[config.mk]
export PLATFORM = sky130hd
export DESIGN_NAME = demux4_stream_flat
export DESIGN_NICKNAME = d
export VERILOG_FILES = /design/src/rtl/demux4_stream_pkg.sv /design/src/rtl/demux4_stream_if.sv /design/src/rtl/demux4_stream_slot.sv /design/src/rtl/demux4_stream.sv /design/src/flat_wrapper.sv
export SDC_FILE = /design/constraint.sdc
export NUM_CORES = 1
export LEC_CHECK = 0
export BUFFER_PORTS_ARGS = -buffer_cell sky130_fd_sc_hd__buf_4
export CORE_UTILIZATION = 40
export CTS_BUF_LIST = sky130_fd_sc_hd__clkbuf_4
export DETAILED_ROUTE_END_ITERATION = 10
export GPL_TIMING_DRIVEN = 1
export PLACE_DENSITY = 0.75
export SETUP_SLACK_MARGIN = 0.15
export SLEW_MARGIN = 20
export SYNTH_ARGS = -nofsm -noshare
export SYNTH_HDL_FRONTEND = slang
export SYNTH_SLANG_ARGS = --single-unit
export TNS_END_PERCENT = 100
[constraint.sdc]
create_clock -name clk -period 2.35 [get_ports clk]
set_clock_uncertainty 0.15 [all_clocks]
set_input_delay 0.47 -clock clk [delete_from_list [all_inputs] [get_ports clk]]
set_output_delay 0.47 -clock clk [all_outputs]
set_load 0.01 [all_outputs]
[src/rtl/demux4_stream_pkg.sv]
// Shared constants and select decode for the 1-to-4 stream demultiplexer.
package dsd_pkg;

  localparam int NUM_CH = 4;
  localparam int SEL_W  = 2;

  // One-hot channel masks, indexed by select value
  localparam logic [NUM_CH-1:0] CH_MASK [NUM_CH] = '{4'b0001, 4'b0010, 4'b0100, 4'b1000};

  function automatic logic [NUM_CH-1:0] ch_decode(input logic [SEL_W-1:0] sel);
    return CH_MASK[sel];
  endfunction

endpackage

[src/rtl/demux4_stream_if.sv]
// Stream bundle between one shared producer and four consumers.
// master = producer/consumer side, slave = demultiplexer side.
interface demux4_stream_if
  import dsd_pkg::*;
#(
  parameter int DATA_W = 8,
  parameter int CNT_W  = 8
) ();

  logic                       in_valid;
  logic                       in_ready;
  logic [SEL_W-1:0]           in_sel;
  logic [DATA_W-1:0]          in_data;
  logic [NUM_CH-1:0]          out_valid;
  logic [NUM_CH-1:0]          out_ready;
  logic [NUM_CH*DATA_W-1:0]   out_data;
  logic [NUM_CH*CNT_W-1:0]    out_cnt;

  modport master (
    output in_valid, in_sel, in_data, out_ready,
    input  in_ready, out_valid, out_data, out_cnt
  );

  modport slave (
    input  in_valid, in_sel, in_data, out_ready,
    output in_ready, out_valid, out_data, out_cnt
  );

endinterface

[src/rtl/demux4_stream_slot.sv]
// One output channel: single-entry holding register plus delivered-beat counter.
module demux_slot #(
  parameter int DATA_W = 8,
  parameter int CNT_W  = 8
) (
  input  logic              clk,
  input  logic              rst_n,
  input  logic              i_flush,
  input  logic              i_load,
  input  logic              i_ready,
  input  logic [DATA_W-1:0] i_data,
  output logic              o_valid,
  output logic [DATA_W-1:0] o_data,
  output logic [CNT_W-1:0]  o_cnt
);

  logic              r_valid;
  logic [DATA_W-1:0] r_data;
  logic [CNT_W-1:0]  r_cnt;
  logic              w_drain;

  assign w_drain = r_valid & i_ready;

  // Holding register: load wins over drain so a full slot refills without a bubble;
  // flush only invalidates, the stale data stays in place
  always_ff @(posedge clk or negedge rst_n) begin
    if (!rst_n) begin
      r_valid <= 1'b0;
      r_data  <= '0;
    end else if (i_flush) begin
      r_valid <= 1'b0;
    end else if (i_load) begin
      r_valid <= 1'b1;
      r_data  <= i_data;
    end else if (w_drain) begin
      r_valid <= 1'b0;
    end
  end

  // Delivered-beat counter: every drain counts, flush cycle included; wraps silently
  always_ff @(posedge clk or negedge rst_n) begin
    if (!rst_n) begin
      r_cnt <= '0;
    end else if (w_drain) begin
      r_cnt <= r_cnt + CNT_W'(1);
    end
  end

  assign o_valid = r_valid;
  assign o_data  = r_data;
  assign o_cnt   = r_cnt;

endmodule

[src/rtl/demux4_stream.sv]
// Registered 1-to-4 stream demultiplexer: select decode, in_ready mux, four channel slots.
module demux4_stream
  import dsd_pkg::*;
#(
  parameter int DATA_W = 8,
  parameter int CNT_W  = 8
) (
  input  logic              clk,
  input  logic              rst_n,
  input  logic              flush,
  demux4_stream_if.slave    bus
);

  logic [NUM_CH-1:0] w_valid;
  logic [DATA_W-1:0] w_data [NUM_CH];
  logic [CNT_W-1:0]  w_cnt  [NUM_CH];
  logic [NUM_CH-1:0] w_load;
  logic              w_in_ready;
  logic              w_acc;

  // Ready follows the selected slot: empty, or draining this very cycle
  assign w_in_ready = rst_n & ~flush &
                      (~w_valid[bus.in_sel] | bus.out_ready[bus.in_sel]);
  assign w_acc      = bus.in_valid & w_in_ready;
  assign w_load     = w_acc ? ch_decode(bus.in_sel) : '0;

  for (genvar g = 0; g < NUM_CH; g++) begin : g_slot
    demux_slot #(
      .DATA_W (DATA_W),
      .CNT_W  (CNT_W)
    ) u_slot (
      .clk     (clk),
      .rst_n   (rst_n),
      .i_flush (flush),
      .i_load  (w_load[g]),
      .i_ready (bus.out_ready[g]),
      .i_data  (bus.in_data),
      .o_valid (w_valid[g]),
      .o_data  (w_data[g]),
      .o_cnt   (w_cnt[g])
    );
  end

  // Pack per-channel data and counters onto the flat output buses
  always_comb begin
    bus.out_data = '0;
    bus.out_cnt  = '0;
    for (int i = 0; i < NUM_CH; i++) begin
      bus.out_data[i*DATA_W +: DATA_W] = w_data[i];
      bus.out_cnt[i*CNT_W +: CNT_W]    = w_cnt[i];
    end
  end

  assign bus.in_ready  = w_in_ready;
  assign bus.out_valid = w_valid;

endmodule

[src/flat_wrapper.sv]
// flat-port wrapper written by rule: the top's interface ports become plain ports
module demux4_stream_flat import dsd_pkg::*;
#(
  parameter int DATA_W = 8,
  parameter int CNT_W  = 8
)
  (clk, rst_n, flush, bus_in_valid, bus_in_sel, bus_in_data, bus_out_ready, bus_in_ready, bus_out_valid, bus_out_data, bus_out_cnt);
  demux4_stream_if #(.DATA_W(DATA_W), .CNT_W(CNT_W)) bus_i ();
  input  logic clk;
  input  logic rst_n;
  input  logic flush;
  input wire logic [$bits(bus_i.in_valid)-1:0] bus_in_valid;
  input wire logic [$bits(bus_i.in_sel)-1:0] bus_in_sel;
  input wire logic [$bits(bus_i.in_data)-1:0] bus_in_data;
  input wire logic [$bits(bus_i.out_ready)-1:0] bus_out_ready;
  output wire logic [$bits(bus_i.in_ready)-1:0] bus_in_ready;
  output wire logic [$bits(bus_i.out_valid)-1:0] bus_out_valid;
  output wire logic [$bits(bus_i.out_data)-1:0] bus_out_data;
  output wire logic [$bits(bus_i.out_cnt)-1:0] bus_out_cnt;
  assign bus_i.in_valid = bus_in_valid;
  assign bus_i.in_sel = bus_in_sel;
  assign bus_i.in_data = bus_in_data;
  assign bus_i.out_ready = bus_out_ready;
  assign bus_in_ready = bus_i.in_ready;
  assign bus_out_valid = bus_i.out_valid;
  assign bus_out_data = bus_i.out_data;
  assign bus_out_cnt = bus_i.out_cnt;
  demux4_stream #(.DATA_W(DATA_W), .CNT_W(CNT_W)) u_core (.clk(clk), .rst_n(rst_n), .flush(flush), .bus(bus_i));
endmodule
[Yosys cells after proc, flatten, opt, wreduce, memory -nomap -nowiden]
Index checks and enable logic that the tools add are counted.
Storage, ports and cells
  output and inout port bits: 69
  register bits: 68
  input port bits: 18
  word-level logic and storage cells: 57
Cells by class
  $lt $le $gt $ge: 2
  mux-type cells: 20
  add/subtract/negate cells: 4
  reductions and logical operators: 8
  bitwise gates (word level): 11
Operators by type and width (count)
  adder 8 x 1 -> 8 bit (second input constant): 4
  two-way mux 1 bit: 14
  two-way mux 4 bit: 3
  nonzero test 3 bit: 4
  binary-select mux 4 bit (select 2 bit): 1
  AND reduction 2 bit: 4
  bitwise AND 1 bit: 7
  binary-select mux 1 bit (select 2 bit): 2
  >= comparator 3 bit (second input constant): 1
  less-than comparator 2 x 3 -> 1 bit (second input constant): 1
  NOT 2 -> 3 bit: 1
  NOT 1 bit: 2
  bitwise OR 1 bit: 1

[Longest topological paths before layout]
Gate-level depths: netlist of the first run.
  word-level depth: 9
  gate-level depth with buffers: 4
  depth with buffers taken out: 4

[Cells and area by module]
A second synthesis of the first run with hierarchy kept.
Second synthesis, totals
  cell total of the unflattened synthesis: 218
  area total of the unflattened synthesis: 2885.3 µm²
Modules (own cells, without submodules)
  demux_slot: cells each 50, sequential area each 425.4 µm², area each 689.4 µm², instances 4
  demux4_stream: cells each 18, sequential area each 0.0 µm², area each 127.6 µm², instances 1

[Worst setup path before layout of the first run]
Ideal clock, no wire load.
  path type: input port to output port
  start point: input bus_in_sel[0]
  end point: output bus_in_ready
  buffers on the path: 1
  setup slack: 0.635 ns
  required time: 1.730 ns
  arrival time: 1.095 ns
  stages on the path: 3
  cells stage by stage: clkbuf_1 > o311ai_0 > a21oi_1
Between the ends
  word-level cells in the longest chain between the ends: 5
  elaborated cells on any way between the ends: 7
  those cells by class: 4 x mux; 3 x bitwise
RTL lines
  from (decl): line flat_wrapper.sv:13  | input wire logic [$bits(bus_i.in_sel)-1:0] bus_in_sel;
  binary-select mux 1 bit (select 2 bit): line demux4_stream.sv:23  | (~w_valid[bus.in_sel] | bus.out_ready[bus.in_sel]);
  two-way mux 1 bit (implied by the code): line demux4_stream.sv:23
  NOT 1 bit: line demux4_stream.sv:23
  bitwise OR 1 bit *: line demux4_stream.sv:23
  bitwise AND 1 bit *: line demux4_stream.sv:22  | assign w_in_ready = rst_n & ~flush &
  to (decl): line flat_wrapper.sv:16  | output wire logic [$bits(bus_i.in_ready)-1:0] bus_in_ready;
Every way passes the cells marked *; elsewhere a longest branch is shown, timed or not. The select of a mux whose other input is x is not followed.

[Worst setup path after layout of the first run]
  start point: register u_core.g_slot[0].u_slot.r_valid
  end point: output bus_in_ready
Between the ends
  word-level cells in the longest chain between the ends: 5
RTL lines
  from (decl): line demux4_stream_slot.sv:17  | logic r_valid;
  from (signal assigned): line demux4_stream_slot.sv:28  | r_valid <= 1'b0;
  from (signal assigned): line demux4_stream_slot.sv:31  | r_valid <= 1'b0;
  from (signal assigned): line demux4_stream_slot.sv:33  | r_valid <= 1'b1;
  binary-select mux 1 bit (select 2 bit): line demux4_stream.sv:23
  two-way mux 1 bit (implied by the code): line demux4_stream.sv:23
  NOT 1 bit: line demux4_stream.sv:23
  bitwise OR 1 bit: line demux4_stream.sv:23
  bitwise AND 1 bit: line demux4_stream.sv:22
Every way passes these cells. The select of a mux whose other input is x is not followed.

==> run summary, run 1 <==
Status: finished clean
GP Congestion: 0.781
Count of cell types in the netlist: 30
CTS buffer count: 9
Net Count, Synth: 223
Final min period: 2010 ps
Critical Path RT: 1730 ps
Setup Viol. Count Final: 0
Gr usage total: 16.3%
I/O pin count: 87
Area of the core: 6910 sq um
Slew HR: 65.1%
Synth Area in Adders: 1.73%
Max Fclk: 498 MHz
Number of vias per cell: 4.78
DR iter-0 viols: 72
CP Max Fanout: 4
Die Wd: 87.1 um
Maxcap violations: 0
Lkg Pwr: 1.84 nW
FF+latch count, synth: 68
M2 GR Usage: 26.0%
Global route total overflow: 0
Dpl cell area: 3630 sq um
RSZ-0062 raised after global routing: false
Port bufs: 86
CP max stage cell: dfrtp_1
Crit start category: flip-flop
Placement Rows: 30
Crit path DAT: 1390 ps
Number of diodes: 0
R2r startpoint: u_core.g_slot[2].u_slot.o_valid
Vias: 1891
Worst-path cell chain: nand2b_1 -> o311ai_1 -> a21oi_1 -> buf_4
Worst setup margin: 343 ps
Max Slew Vio Count: 0
Nets: 318
Compound-Gate Fraction of Synth Area: 1.34%
Main combinational cell family by area after synthesis: multiplexers
Reg2Reg Depth: 4
Post-CTS Setup Inserts: 0
Grt met1 use: 20.9%
Main synth FF type: dfrtp_1
Global-route wire length before repair: 9180 um
Filler Cell Count: 645
Synthesized area: 2900 sq um
HPWL Detailed: 4140 um
Slew @ Worst Pin: 523 ps
Mux share of post-synthesis cell area: 16.4%
Post-synth EDFFs: 0
Initial core utilization: 41.9%
Initial antenna violation count: 0
Vias in the first global route: 1882
Multi-input gate area: 1140 sq um
Reg area: 1700 sq um
H-tree Lvls: 3
Synth Area in Simple Gates: 11.3%
WL final: 5710 um
Worst VDD drop: 0.377 mV
CTS tree: done
Area growth syn-to-layout: 29.4%
Xor/xnor cell area share of the yosys netlist: 8.47%
Critical Path End Type: output port
Synthesis Warnings: 0
Largest net degree at the start of global routing: 43
Period Utilization, post-route: 85.4%
Worst Hold Class: input port to async pin
Commonest non-fill, non-tap cell in the layout: buf_4
Pre-CTS setup slack: 402 ps
Syn avg cell area: 14.4 sq um
TNS Setup: 0 ps
Reg2reg setup slack: 800 ps
Post-route ant nets: 0
Reg-to-Reg End: u_core.g_slot[2].u_slot.o_data[2]
Clk buf depth: 2
Clock Sinks: 68
Worst path max stage delay: 400 ps
Core Util, Final: 54.3%
Root Buffer: clkbuf_4
Router iterations before antenna repair: 4
Clk_lat worst skew: 380 ps
Fin. Hold Viols: 0
Post-route DRC: 0
WL per Instance: 14.4 um
Ys async rst share: 100%
Commonest cells after routing, fill and taps aside: buf_4, dfrtp_1, xnor2_1
Clk slew on worst S/H paths: 100 ps
Crit Path Category: flip-flop to output port
Register area share after synthesis: 58.8%
Synthesized netlist cell count: 201
Die ar.: 7580 sq um
Die H: 87.1 um
Met3 Resource Use GR: 3.89%
GRT busiest layer: met2
Fin area: 3750 sq um
PD cells: 765 nW/um^2
Layout cells sized above 1: 46.0%
area by class of cell:
type,instances,share of cell area [%]
Timing Repair Buffer,91,18.3
Multi-Input combinational cell,126,30.6
Clock buffer,10,2.00
Clock inverter,5,0.534
Sequential cell,68,45.4
Tap cell,96,3.21
kinds of logic after synthesis:
kind of cell,count (synthesis)
mux,37
buf+inv,7
simple gates,51
fa+ha+maj,4
compound gates,6
flops,68
xor+xnor,28
stage by stage:
step | total power [mW] | hold WS (ps) | std cells
after floorplan | 1.88 | 24.4 | 201
after global routing | 3.05 | 51.3 | 396
after detailed placement | 2.32 | 314 | 380
final | 2.87 | 13.7 | 396
after global placement | 2.31 | 312 | 380
after CTS | 2.92 | 12.2 | 396
per-layer routing:
layer	part of all wire [%]	vias to the layer above
li1	-	898
met1	45	930
met2	48	56
met3	5.7	7
met4	1.2	0
met5	0	-
worst max path at each step:
| stage | from | end | slack [ps] | cells after the start |
|---|---|---|---|---|
| 6_report | u_core.g_slot[0].u_slot.o_valid | bus_in_ready | 340 | 4 |
| 5_1_grt | u_core.g_slot[0].u_slot.o_valid | bus_in_ready | 190 | 4 |
| 4_1_cts | u_core.g_slot[3].u_slot.o_valid | bus_in_ready | 220 | 4 |
| 3_5_place_dp | flush | u_core.g_slot[2].u_slot.o_data[2] | 400 | 5 |
| 3_3_place_gp | bus_out_ready[0] | bus_in_ready | 410 | 5 |
| 2_1_floorplan | bus_in_sel[0] | bus_in_ready | 640 | 3 |
timing repair:
action | CTS | global route
resized for setup | 0 | 2
hold endpoints to repair | 26 | 0
hold buffers | 1 | 0
endpoints found under the setup margin | 0 | 1
critical path: cells and delay by family (launching register included):
family / cells / cell delay [ps]
DFF: 1 / 400
AOI/OAI and AO/OA: 2 / 330
buffers and inverters: 1 / 150
and+or+nand+nor: 1 / 120
where the power goes:
part           leakage, nW  internal [mW]  switching (mW)
clock               0.0562          0.209           0.365
combinational        0.901          0.454           0.289
sequential           0.883           1.37           0.182
total                 1.84           2.03           0.837
flip-flops by register name, summed over array words and instances (netlist names):
name                          cells
u_core.g_slot.u_slot.o_cnt       32
u_core.g_slot.u_slot.o_valid      4
u_core.g_slot.u_slot.o_data      32
cells in the mapped netlist, types with 2 or more instances:
| library cell | instances | area, sq um |
|---|---|---|
| nor2_1 | 3 | 11.3 |
| ha_1 | 4 | 50.1 |
| mux2_2 | 17 | 191 |
| mux2_4 | 16 | 240 |
| buf_4 | 4 | 30.0 |
| and2_1 | 2 | 12.5 |
| and3_1 | 4 | 25.0 |
| nand3_1 | 3 | 15.0 |
| o21ai_0 | 2 | 10.0 |
| nand4_1 | 12 | 75.1 |
| o21bai_1 | 2 | 15.0 |
| dfrtp_1 | 68 | 1700 |
| and4_1 | 4 | 35.0 |
| mux2_1 | 3 | 33.8 |
| and4b_1 | 2 | 20.0 |
| xnor2_1 | 23 | 201 |
| nand2b_1 | 4 | 25.0 |
| nand2_1 | 11 | 41.3 |
| buf_6 | 2 | 22.5 |
| xor2_1 | 5 | 43.8 |
No activity file was read; power rests on OpenSTA's default activity.
==> inputs of run 2 (changes only) <==
Clock period 2.35 ns to 2.5 ns, I/O delays scaled along.
==> run summary, run 2 (synthesis results as in run 1) <==
Placement Rows: 30 (unchanged)
Met3 Wirelength: 300 um (-7.7%)
Total power: 2.94 mW (+2.6%)
Clock Sinks: 68 (unchanged)
H-tree Lvls: 3 (unchanged)
Vias: 1944 (+2.8%)
WL per Instance: 14.3 um (-0.68%)
Die ar.: 7580 sq um (unchanged)
TNS Setup: 0 ps (unchanged)
Number of diodes: 0 (unchanged)
Crit path DAT: 1430 ps (+40 ps)
HPWL Detailed: 4180 um (+1.0%)
Top Layer Used: met4
CTS buffer count: 9 (unchanged)
Clk_lat worst skew: 390 ps (about the same)
Status: finished clean
Initial core utilization: 41.9% (unchanged)
CP Max Fanout: 4 (unchanged)
Commonest non-fill, non-tap cell in the layout: buf_4
Critical Path RT: 1850 ps (+120 ps)
Global-route wire length before repair: 9280 um (+1.1%)
Lkg Pwr: 1.86 nW (+1.0%)
WL met1: 2610 um (+0.62%)
Max Slew Vio Count: 0 (unchanged)
Commonest cells after routing, fill and taps aside: buf_4, dfrtp_1, xnor2_1
PD cells: 771 nW/um^2 (+0.85%)
CTS tree: done
Slew HR: 64.3% (-0.78 points)
Global route total overflow: 0 (unchanged)
Port bufs: 86 (unchanged)
Clk buf depth: 2 (unchanged)
Critical Path End Type: output port
Number of vias per cell: 4.88 (+2.3%)
Worst setup margin: 422 ps (+78.6 ps)
Worst VDD drop: 0.376 mV (-0.34%)
Slew @ Worst Pin: 535 ps (+11.6 ps)
Post-route DRC: 0 (unchanged)
Nets: 319 (+0.31%)
Period Utilization, post-route: 83.1%
Die H: 87.1 um (unchanged)
Reg2Reg Depth: 4 (unchanged)
Met2 wire length: 2750 um (+1.3%)
Maxcap violations: 0 (unchanged)
Vias in the first global route: 1906 (+1.3%)
Pre-CTS setup slack: 529 ps (+128 ps)
Post-route ant nets: 0 (unchanged)
Clk slew on worst S/H paths: 120 ps (+20 ps)
RSZ-0062 raised after global routing: false
Area growth syn-to-layout: 31.6%
Router iterations before antenna repair: 4 (unchanged)
Post-CTS Setup Inserts: 0 (unchanged)
Fin. Hold Viols: 0 (unchanged)
Final min period: 2080 ps
Non-filler cells, final: 398 (+0.51%)
Die Wd: 87.1 um (unchanged)
Layout cells sized above 1: 47.0% (+1.0 points)
Crit start category: flip-flop
Setup Viol. Count Final: 0 (unchanged)
Hold-fix buffers, CTS: 1 (unchanged)
Initial antenna violation count: 0 (unchanged)
Final hold slack: 28.2 ps (+14.5 ps)
Crit Path Category: flip-flop to output port
WL final: 5700 um (-0.18%)
Filler Cell Count: 629 (-2.5%)
DR iter-0 viols: 52 (-28%)
Largest net degree at the start of global routing: 43 (unchanged)
Count of placed standard cells including taps: 381 (+0.26%)
Post-cts sizing count: 0 (unchanged)
Root Buffer: clkbuf_4
Gr usage total: 16.2% (-0.13 points)
Area of the core: 6910 sq um (unchanged)
Worst Hold Class: input port to async pin
GP Congestion: 0.784 (+0.47%)
I/O pin count: 87 (unchanged)
Max Fclk: 481 MHz
==> run 2: layout make-up <==
cell class / count / area (sq um) / share of cell area (%)
Clock buffer: 9 / 67.6 / 1.77
Multi-Input combinational cell: 126 / 1140 / 29.8
Clock inverter: 7 / 91.3 / 2.40
Timing Repair Buffer: 92 / 693 / 18.2
Sequential cell: 68 / 1700 / 44.6
Tap cell: 96 / 120 / 3.15
==> run 2: layer usage <==
metal  vias up  GRT usage [%]
met2        57           25.5
li1        906              -
met4         0           7.27
met3         4           3.70
met1       977           21.5
met5         -              0
==> run 2: worst paths after layout <==
kind                                                  start                                end  slack (ps)
max                         u_core.g_slot[0].u_slot.o_valid                       bus_in_ready         420
min                                                   rst_n    u_core.g_slot[0].u_slot.o_valid          30
max reg2reg                 u_core.g_slot[1].u_slot.o_valid  u_core.g_slot[1].u_slot.o_data[2]         950
min reg2reg                u_core.g_slot[3].u_slot.o_cnt[7]   u_core.g_slot[3].u_slot.o_cnt[7]         330
max in group asynchronous                             rst_n  u_core.g_slot[3].u_slot.o_data[2]        1450
min in group clk                                      flush    u_core.g_slot[2].u_slot.o_valid         170
==> run 2: critical path, cell delays in order (launching register included) <==
cell and delay, ps:
dfrtp_1 390, nand2b_1 110, o311ai_0 300, a21oi_1 80, buf_4 150
==> run 2: stage by stage <==
step	utilization [%]	cell area (sq um)
floorplan	-	2900
global placement	52.7	3640
detailed placement	52.7	3640
CTS	55.2	3810
global route	55.2	3810
finish	55.2	3810
==> run 2: power by group <==
group	total, mW	leakage (nW)	internal (mW)	switching (mW)
logic	0.696	0.901	0.426	0.270
clock network	0.789	0.0756	0.400	0.389
registers	1.46	0.883	1.28	0.171
total	2.94	1.86	2.11	0.830
